File: config.mk
export PLATFORM = sky130hd
export DESIGN_NAME = seq_detect_ctrl_flat
export DESIGN_NICKNAME = d
export VERILOG_FILES = /design/src/rtl/seq_det_pkg.sv /design/src/rtl/seq_detect_ctrl_if.sv /design/src/rtl/seq_match_core.sv /design/src/rtl/seq_detect_ctrl.sv /design/src/flat_wrapper.sv
export SDC_FILE = /design/constraint.sdc
export NUM_CORES = 1
export LEC_CHECK = 0
export ABC_AREA = 1
export ABC_CLOCK_PERIOD_IN_PS = 3000
export BUFFER_PORTS_ARGS = -buffer_cell sky130_fd_sc_hd__buf_2
export CAP_MARGIN = 10
export CORE_AREA = 2 2 85 87
export CTS_CLUSTER_DIAMETER = 60
export CTS_CLUSTER_SIZE = 40
export DETAILED_ROUTE_END_ITERATION = 10
export DIE_AREA = 0 0 87 89
export SKIP_LAST_GASP = 1
export SYNTH_ARGS = -nofsm -noshare
export SYNTH_HDL_FRONTEND = slang
export SYNTH_SLANG_ARGS = --single-unit
File: constraint.sdc
create_clock -name clk -period 3 [get_ports clk]
set_input_delay 0.6 -clock clk [delete_from_list [all_inputs] [get_ports clk]]
set_output_delay 0.6 -clock clk [all_outputs]
set_load 0.02 [all_outputs]
File: src/rtl/seq_det_pkg.sv
// seq_det_pkg: shared state encoding and default sizing for the serial pattern detector.
package seq_det_pkg;
   typedef enum logic [1:0] {IDLE, RUN, DONE} state_t;
   localparam int DEF_MAX_LEN = 8;
   localparam int DEF_CNT_W = 8;
endpackage

File: src/rtl/seq_detect_ctrl_if.sv
// seq_detect_ctrl_if: configuration, control, stream and status bundle of the detector.
interface seq_detect_ctrl_if import seq_det_pkg::*; #(
   parameter int MAX_LEN = DEF_MAX_LEN,
   parameter int CNT_W = DEF_CNT_W
);
   localparam int LEN_W = $clog2(MAX_LEN) + 1;
   logic cfg_we;
   logic [MAX_LEN-1:0] cfg_pattern;
   logic [LEN_W-1:0] cfg_len;
   logic cfg_overlap;
   logic [CNT_W-1:0] cfg_target;
   logic start;
   logic abort;
   logic x_valid;
   logic x;
   logic z;
   logic [CNT_W-1:0] match_count;
   logic busy;
   logic done;
   logic cfg_err;
   modport master (
      output cfg_we, cfg_pattern, cfg_len, cfg_overlap, cfg_target, start, abort, x_valid, x,
      input z, match_count, busy, done, cfg_err
   );
   modport slave (
      input cfg_we, cfg_pattern, cfg_len, cfg_overlap, cfg_target, start, abort, x_valid, x,
      output z, match_count, busy, done, cfg_err
   );
endinterface

File: src/rtl/seq_match_core.sv
// seq_match_core: shift history, count fresh bits and flag a masked pattern match on the
// incoming bit; hit is combinational and refers to the post-shift history.
module seq_match_core import seq_det_pkg::*; #(
   parameter int MAX_LEN = DEF_MAX_LEN,
   localparam int LEN_W = $clog2(MAX_LEN) + 1
) (
   input logic clk,
   input logic reset,
   input logic en,
   input logic clr,
   input logic x,
   input logic [MAX_LEN-1:0] pattern,
   input logic [LEN_W-1:0] len,
   input logic overlap,
   output logic hit
);
   logic [MAX_LEN-1:0] history, hist_n, mask;
   logic [LEN_W-1:0] seen, seen_n;
   always_comb begin
      hist_n = {history[MAX_LEN-2:0], x};
      seen_n = (seen >= len) ? len : seen + 1'b1;
      mask = ~({MAX_LEN{1'b1}} << len);
      hit = en && (seen_n >= len) && (((hist_n ^ pattern) & mask) == '0);
   end
   // non-overlap mode restarts the fresh-bit count so the next match needs len new bits
   always_ff @(posedge clk or posedge reset) begin
      if (reset) begin
         history <= '0;
         seen <= '0;
      end else if (clr) begin
         history <= '0;
         seen <= '0;
      end else if (en) begin
         history <= hist_n;
         seen <= (hit && !overlap) ? '0 : seen_n;
      end
   end
endmodule

File: src/rtl/seq_detect_ctrl.sv
// seq_detect_ctrl: programmable serial pattern detector with config registers, IDLE/RUN/DONE
// sequencing, saturating match counter and a registered one-cycle match pulse z.
module seq_detect_ctrl import seq_det_pkg::*; #(
   parameter int MAX_LEN = DEF_MAX_LEN,
   parameter int CNT_W = DEF_CNT_W
) (
   input logic clk,
   input logic reset,
   seq_detect_ctrl_if.slave bus
);
   localparam int LEN_W = $clog2(MAX_LEN) + 1;
   state_t state;
   logic [MAX_LEN-1:0] pattern;
   logic [LEN_W-1:0] len;
   logic overlap;
   logic [CNT_W-1:0] target, cnt, cnt_n;
   logic z, cfg_err, run, abt, cfg_ok, go, shift, hit;
   always_comb begin
      run = state == RUN;
      abt = bus.abort && state != IDLE;
      cfg_ok = bus.cfg_len != '0 && bus.cfg_len <= LEN_W'(MAX_LEN);
      go = bus.start && !run && !abt && len != '0;
      shift = run && bus.x_valid && !abt;
      cnt_n = &cnt ? cnt : cnt + 1'b1;
   end
   seq_match_core #(.MAX_LEN(MAX_LEN)) u_core (
      .clk(clk),
      .reset(reset),
      .en(shift),
      .clr(go),
      .x(bus.x),
      .pattern(pattern),
      .len(len),
      .overlap(overlap),
      .hit(hit)
   );
   always_ff @(posedge clk or posedge reset) begin
      if (reset) begin
         state <= IDLE;
         pattern <= '0;
         len <= '0;
         overlap <= 1'b0;
         target <= '0;
         cnt <= '0;
         z <= 1'b0;
         cfg_err <= 1'b0;
      end else begin
         if (!run && bus.cfg_we) begin
            if (cfg_ok) begin
               pattern <= bus.cfg_pattern;
               len <= bus.cfg_len;
               overlap <= bus.cfg_overlap;
               target <= bus.cfg_target;
               cfg_err <= 1'b0;
            end else cfg_err <= 1'b1;
         end
         // start checks the config registered before this edge, so a same-cycle write is not used
         if (abt) begin
            state <= IDLE;
            z <= 1'b0;
         end else if (bus.start && !run) begin
            z <= 1'b0;
            if (len != '0) begin
               state <= RUN;
               cnt <= '0;
            end else cfg_err <= 1'b1;
         end else if (run) begin
            z <= hit;
            if (hit) begin
               cnt <= cnt_n;
               if (target != '0 && cnt_n == target) state <= DONE;
            end
         end else z <= 1'b0;
      end
   end
   assign bus.z = z;
   assign bus.match_count = cnt;
   assign bus.busy = run;
   assign bus.done = state == DONE;
   assign bus.cfg_err = cfg_err;
endmodule

File: src/flat_wrapper.sv
// flat-port wrapper written by rule: the top's interface ports become plain ports
module seq_detect_ctrl_flat import seq_det_pkg::*;
#(
   parameter int MAX_LEN = DEF_MAX_LEN,
   parameter int CNT_W = DEF_CNT_W
)
  (clk, reset, bus_cfg_we, bus_cfg_pattern, bus_cfg_len, bus_cfg_overlap, bus_cfg_target, bus_start, bus_abort, bus_x_valid, bus_x, bus_z, bus_match_count, bus_busy, bus_done, bus_cfg_err);
  seq_detect_ctrl_if #(.MAX_LEN(MAX_LEN), .CNT_W(CNT_W)) bus_i ();
  input logic clk;
  input logic reset;
  input wire logic [$bits(bus_i.cfg_we)-1:0] bus_cfg_we;
  input wire logic [$bits(bus_i.cfg_pattern)-1:0] bus_cfg_pattern;
  input wire logic [$bits(bus_i.cfg_len)-1:0] bus_cfg_len;
  input wire logic [$bits(bus_i.cfg_overlap)-1:0] bus_cfg_overlap;
  input wire logic [$bits(bus_i.cfg_target)-1:0] bus_cfg_target;
  input wire logic [$bits(bus_i.start)-1:0] bus_start;
  input wire logic [$bits(bus_i.abort)-1:0] bus_abort;
  input wire logic [$bits(bus_i.x_valid)-1:0] bus_x_valid;
  input wire logic [$bits(bus_i.x)-1:0] bus_x;
  output wire logic [$bits(bus_i.z)-1:0] bus_z;
  output wire logic [$bits(bus_i.match_count)-1:0] bus_match_count;
  output wire logic [$bits(bus_i.busy)-1:0] bus_busy;
  output wire logic [$bits(bus_i.done)-1:0] bus_done;
  output wire logic [$bits(bus_i.cfg_err)-1:0] bus_cfg_err;
  assign bus_i.cfg_we = bus_cfg_we;
  assign bus_i.cfg_pattern = bus_cfg_pattern;
  assign bus_i.cfg_len = bus_cfg_len;
  assign bus_i.cfg_overlap = bus_cfg_overlap;
  assign bus_i.cfg_target = bus_cfg_target;
  assign bus_i.start = bus_start;
  assign bus_i.abort = bus_abort;
  assign bus_i.x_valid = bus_x_valid;
  assign bus_i.x = bus_x;
  assign bus_z = bus_i.z;
  assign bus_match_count = bus_i.match_count;
  assign bus_busy = bus_i.busy;
  assign bus_done = bus_i.done;
  assign bus_cfg_err = bus_i.cfg_err;
  seq_detect_ctrl #(.MAX_LEN(MAX_LEN), .CNT_W(CNT_W)) u_core (.clk(clk), .reset(reset), .bus(bus_i));
endmodule
**Word-level counts from Yosys, hierarchy flattened**

Index checks and enable logic that the tools add are counted.

- Add/sub/neg operators: 2
- Magnitude comparators: 3
- Equality and inequality tests: 5
- Shift operators: 1
- Mux-type cells: 25
- Bitwise gates (word level): 4
- Reductions and logical operators: 30

Operators with widths:

| kind | count |
|---|---|
| 2-to-1 mux 8 bit | 5 |
| 2-to-1 mux 4 bit | 4 |
| 2-to-1 mux 7 bit | 2 |
| logical AND 1 bit | 12 |
| 2-to-1 mux 2 bit | 6 |
| nonzero test 3 bit | 3 |
| adder 8 x 1 -> 8 bit, second input constant | 1 |
| AND 8 bit | 1 |
| == test 8 bit | 1 |
| >= comparator 4 bit | 2 |
| logical NOT 8 bit | 1 |
| 2-to-1 mux 1 bit | 8 |
| NOT 8 bit | 1 |
| AND reduction 4 bit | 2 |
| AND reduction 8 bit | 1 |
| nonzero test 2 bit | 4 |
| nonzero test 4 bit | 2 |
| nonzero test 8 bit | 1 |
| << shifter 8 x 4 -> 8 bit, first input constant | 1 |
| bitwise XOR 8 bit | 1 |
| adder 4 x 1 -> 4 bit, second input constant | 1 |
| <= comparator 4 bit, second input constant | 1 |
| logical NOT 1 bit | 3 |
| inequality test 3 x 2 -> 1 bit, second input constant | 1 |
| 5 further kinds | 5 |

- Flip-flop bits (word level): 44
- Input port bits: 28
- Output and inout port bits: 12
- Word-level logic and storage cells: 80

**Depth between registers and ports, before layout**

- Word-level depth: 10
- Mapped depth: 18
- Gate-level depth less buffers: 18

**Modules after synthesis**

Synthesis repeated with hierarchy kept, for this count alone.

- Cell total of the unflattened synthesis: 371
- Area total of the unflattened synthesis: 2797.7 µm²

Modules (own cells, without submodules):

| module | times used | cells an instance | area each (µm²) | sequential area each (µm²) |
|---|---|---|---|---|
| seq_detect_ctrl | 1 | 224 | 1790.5 | 825.8 |
| seq_match_core | 1 | 147 | 1007.2 | 275.3 |

**Least setup slack after synthesis**

OpenSTA, ideal clock, no wires.

- Path kind: register to register
- Start point: register u_core.len[1]
- End point: register u_core.cnt[0] (netlist: u_core.bus.match_count[0])
- Library setup time: 0.123 ns
- Arrival: 2.361 ns
- Required time: 2.877 ns
- Path slack: 0.516 ns
- Cell stages (with the launch flop): 16
- Buffers on the path: 1
- Clock period less this slack: 2.484 ns
- Cell sequence: dfrtp_1 -> inv_1 -> ha_1 -> inv_1 -> nor2_1 -> o211ai_1 -> nand3_1 -> o21ai_0 -> ha_1 -> a21oi_1 -> nand3_1 -> nand3_2 -> nand2_4 -> buf_6 -> nand3_1 -> o21ai_1

- Longest elaborated chain between the ends: 7
- Elaborated cells between the ends (all ways): 13
- Those cells by class: order compare: 2; eq/ne: 1; shift: 1; mux: 1; bitwise: 2; reduce/logical: 6

Ends and longest elaborated chain:

| what | RTL line | RTL |
|---|---|---|
| start: declaration | seq_detect_ctrl.sv:14 | `logic [LEN_W-1:0] len;` |
| start signal: assignment | seq_detect_ctrl.sv:51 | `len <= bus.cfg_len;` |
| >= comparator 4 bit / << shifter 8 x 4 -> 8 bit (equally long branches) | seq_match_core.sv:21, seq_match_core.sv:22 |  |
| 2-to-1 mux 4 bit / NOT 8 bit (equally long branches) | seq_match_core.sv:21, seq_match_core.sv:22 |  |
| >= comparator 4 bit / AND 8 bit (equally long branches) | seq_match_core.sv:23 | `hit = en && (seen_n >= len) && (((hist_n ^ pattern) & mask) == '0);` |
| logical AND 1 bit / logical NOT 8 bit (equally long branches) | seq_match_core.sv:23 |  |
| logical AND 1 bit | seq_match_core.sv:23 |  |
| nonzero test 2 bit (no line) | -- |  |
| AND reduction 4 bit (no line) (*) | -- |  |
| end signal: assignment | seq_detect_ctrl.sv:70 | `cnt <= cnt_n;` |
| end: declaration | seq_detect_ctrl.sv:16 | `logic [CNT_W-1:0] target, cnt, cnt_n;` |

Every way passes the cells marked *; elsewhere a longest branch is shown, timed or not.
A chain may end at the register's enable or synchronous reset.

**Worst setup path in the final report**

- Start point: register u_core.len[1]
- End point: register u_core.state[0]

- Longest elaborated chain between the ends: 7
- Elaborated cells between the ends (all ways): 13
- Those cells by class: order compare: 2; eq/ne: 1; shift: 1; mux: 1; bitwise: 2; reduce/logical: 6

Ends and longest elaborated chain:

| what | RTL line | RTL |
|---|---|---|
| >= comparator 4 bit / << shifter 8 x 4 -> 8 bit (equally long branches) | seq_match_core.sv:21, seq_match_core.sv:22 |  |
| 2-to-1 mux 4 bit / NOT 8 bit (equally long branches) | seq_match_core.sv:21, seq_match_core.sv:22 |  |
| >= comparator 4 bit / AND 8 bit (equally long branches) | seq_match_core.sv:23 |  |
| logical AND 1 bit / logical NOT 8 bit (equally long branches) | seq_match_core.sv:23 |  |
| logical AND 1 bit | seq_match_core.sv:23 |  |
| nonzero test 3 bit (no line) | -- |  |
| AND reduction 4 bit (no line) (*) | -- |  |
| end signal: assignment | seq_detect_ctrl.sv:39 | `state <= IDLE;` |
| end signal: assignment | seq_detect_ctrl.sv:59 | `state <= IDLE;` |
| end signal: assignment | seq_detect_ctrl.sv:64 | `state <= RUN;` |
| end: declaration | seq_detect_ctrl.sv:12 | `state_t state;` |

Marks and branches as above.

==> reports/results.ini <==
[status]
status=completed

[synth]
synth_cell_types=28
async_flop_share_pct=100
synth.avg_cell_area_um2=7.30
synth-edff-count=0
ys_seq_area_share_pct=41.1
syn_area_um2=2680
syn_inst=367
synth_area_leaders=dfrtp_1 41%, nand2_1 13%, inv_1 8.3%, nand3_1 6.7%, nor2_1 5.3%
ys.flop_type=dfrtp_1
synth_top_area_cell=dfrtp_1
synth_top_area_share_pct=41.1
ys_seq_elements=44
yosys_warnings=0
syn-num-nets=405

[clock_network]
clock_path_buffers=2
numCtsBuffers=5
htree_num_levels=2
clk_pin_slew_worst_paths_ns=0.08
cts.sinks=44
root_buffer=clkbuf_8
clk_latency_ns=0.29
cts_tree=yes
ctsHoldBuffers=0

[sta]
setup_viol=0
worstMarginPinSlew_ns=0.996
post-route-period-util_pct=90.5
rsz0062_at_grt=no
finalHoldViolCount=0
min_period_ns=2.72
slew-limit-headroom_pct=33.2
finalSetupTns_ns=0
max_freq_mhz=368
slew_viol_final=0
skew_ns=0.00265

[place]
gp_congestion=0.825
dpl.cell_count=481
dpl.hpwl_mm=4.74
io_buffers=39

[hold_path]
hp-class=primary input to asynchronous set/reset pin

[detailed_routing]
num_vias=2386
drcViolationCount=0
via_per_inst=4.86
drtIter0Drc=93
routed_wirelength_mm=6.18
antenna_left=0
wl_per_cell_um=12.6
drt_first_pass_iters=4

[power_and_ir_drop]
p_leak_nw=1.71
power_density_nw_per_um2=980
ir_worst_vdd_v=0.000405

[global_routing]
antenna_found_initial=0
first_global_vias=2276
grt_pass1_wl_mm=10.5
grt_max_degree=29
grt_use_total_pct=17.3
gr-total-overflow=0

[floorplanning]
fp.dieH_um=89
fp.dieW_um=87
core_um2=6720
rows=30
dieArea_um2=7740
initial_core_util_pct=39.9
ios=40

[critical_path]
required_ns=3.19
arrival_ns=2.90
crit_type=register to register
cp_max_fo=7
end_kind=register
start_kind=register

[layout]
layout.cells.non_filler=491
fillCellCount=685
final_layout_size_suffix_gt1_share_pct=17.5
final_cell_mix=93 x nand2_1, 57 x inv_1, 43 x dfrtp_1, 39 x buf_2, 38 x nor2_1
nets=448
final_common_cell=nand2_1
n_antenna_cell=0
syn2layout_area_growth_pct=14.7

[run]
maxCapViolCount=0

==> kinds of logic (layout without fill, tap and decap cells) <==
logic type / count (synthesis) / after routing / share of synthesized area (%)
AO/OA/AOI/OAI: 50 / 50 / 10.6
adder cells (fa/ha/maj): 10 / 10 / 4.67
buffers and inverters: 69 / 113 / 10.3
multiplexers: 3 / 3 / 1.26
AND/OR/NAND/NOR: 188 / 188 / 31.1
flip-flops: 44 / 44 / 41.1
XOR/XNOR: 3 / 3 / 0.981
==> what timing repair did <==
action	4_1_cts	5_1_grt
gates resized for setup	0	4
endpoints found under the setup margin	0	14
buffers inserted	0	2
==> where the power goes <==
part / switching, mW / internal, mW / total, mW
sequential: 0.218 / 0.820 / 1.04
clock: 0.201 / 0.187 / 0.389
combinational: 0.991 / 0.592 / 1.58
==> metal layers <==
metal / GRT usage [%] / vias up / part of all wire (%)
met5: 0 / - / 0
met4: 4.55 / 0 / 0.83
met3: 2.95 / 7 / 3.2
met2: 28.9 / 49 / 48
met1: 23.3 / 1070 / 48
li1: - / 1260 / -
==> critical path, stage by stage, from the launching register on <==
cell,delay [ns]
dfrtp_2,0.42
inv_2,0.07
ha_1,0.30
inv_1,0.06
nor2_1,0.04
o211ai_1,0.18
nand3_2,0.16
buf_4,0.17
nand2_1,0.05
o21ai_0,0.11
ha_1,0.34
nand4_1,0.10
nand3_1,0.13
nand4_1,0.11
nor3_1,0.15
nand2_1,0.12
nand3_1,0.08
nand2_1,0.05
==> synth_stat cells (2+ instances only) <==
master    number
a21oi_1       18
nor2_1        38
clkbuf_1       3
o21ai_0       12
inv_2          3
dfrtp_1       44
nand4_1        8
buf_2          2
nor3_1         2
mux2_2         3
nor2_4         3
ha_1          10
a22oi_1        7
nand2_4        2
nand2_1       93
nand2_2        3
nand3_1       36
xnor2_1        2
buf_6          2
o21ai_2        2
inv_1         59
nand3_2        2
o21ai_1        8
==> registers in the layout (all words and copies together) (netlist names) <==
signal / flops
u_core.bus.cfg_err: 1
u_core.bus.match_count: 8
u_core.bus.z: 1
u_core.len: 4
u_core.overlap: 1
u_core.pattern: 8
u_core.state: 2
u_core.target: 8
u_core.u_core.history: 7
u_core.u_core.seen: 4
==> per-stage QoR <==
stage	utilization, %	hold WS, ns	worst slack (ns)	cell area (um^2)	total power, mW
after floorplan	-	0.480	0.516	2680	2.18
after global placement	44.0	0.499	0.191	2960	2.53
after detailed placement	44.0	0.503	0.192	2960	2.57
after CTS	45.4	0.429	0.168	3050	2.97
after global routing	45.7	0.452	0.0189	3070	3.32
final	45.7	0.402	0.285	3070	3.01
==> final cells by class <==
| cell class | instances | area, um^2 | share of cell area, % |
|---|---|---|---|
| clock buffers | 7 | 86.3 | 2.81 |
| clock inverters | 1 | 7.51 | 0.244 |
| inverters | 62 | 233 | 7.57 |
| well taps | 80 | 100 | 3.26 |
| repair buffers | 43 | 238 | 7.74 |
| flip-flops and latches | 44 | 1100 | 35.9 |
| multi-input cells | 254 | 1310 | 42.5 |
==> worst paths after layout <==
path	startpoint	endpoint	slack (ns)	cells past startpoint
max in group asynchronous	reset	u_core.len[1]	1.86	3
worst max register to register	u_core.len[1]	u_core.state[0]	0.28	17
worst max-delay path	u_core.len[1]	u_core.state[0]	0.28	17
worst min register to register	u_core.u_core.history[6]	u_core.u_core.history[6]	0.52	2
min in group clk	u_core.u_core.history[6]	u_core.u_core.history[6]	0.52	2
worst min-delay path	reset	u_core.pattern[1]	0.40	2
No activity file was read; power rests on OpenSTA's default activity.
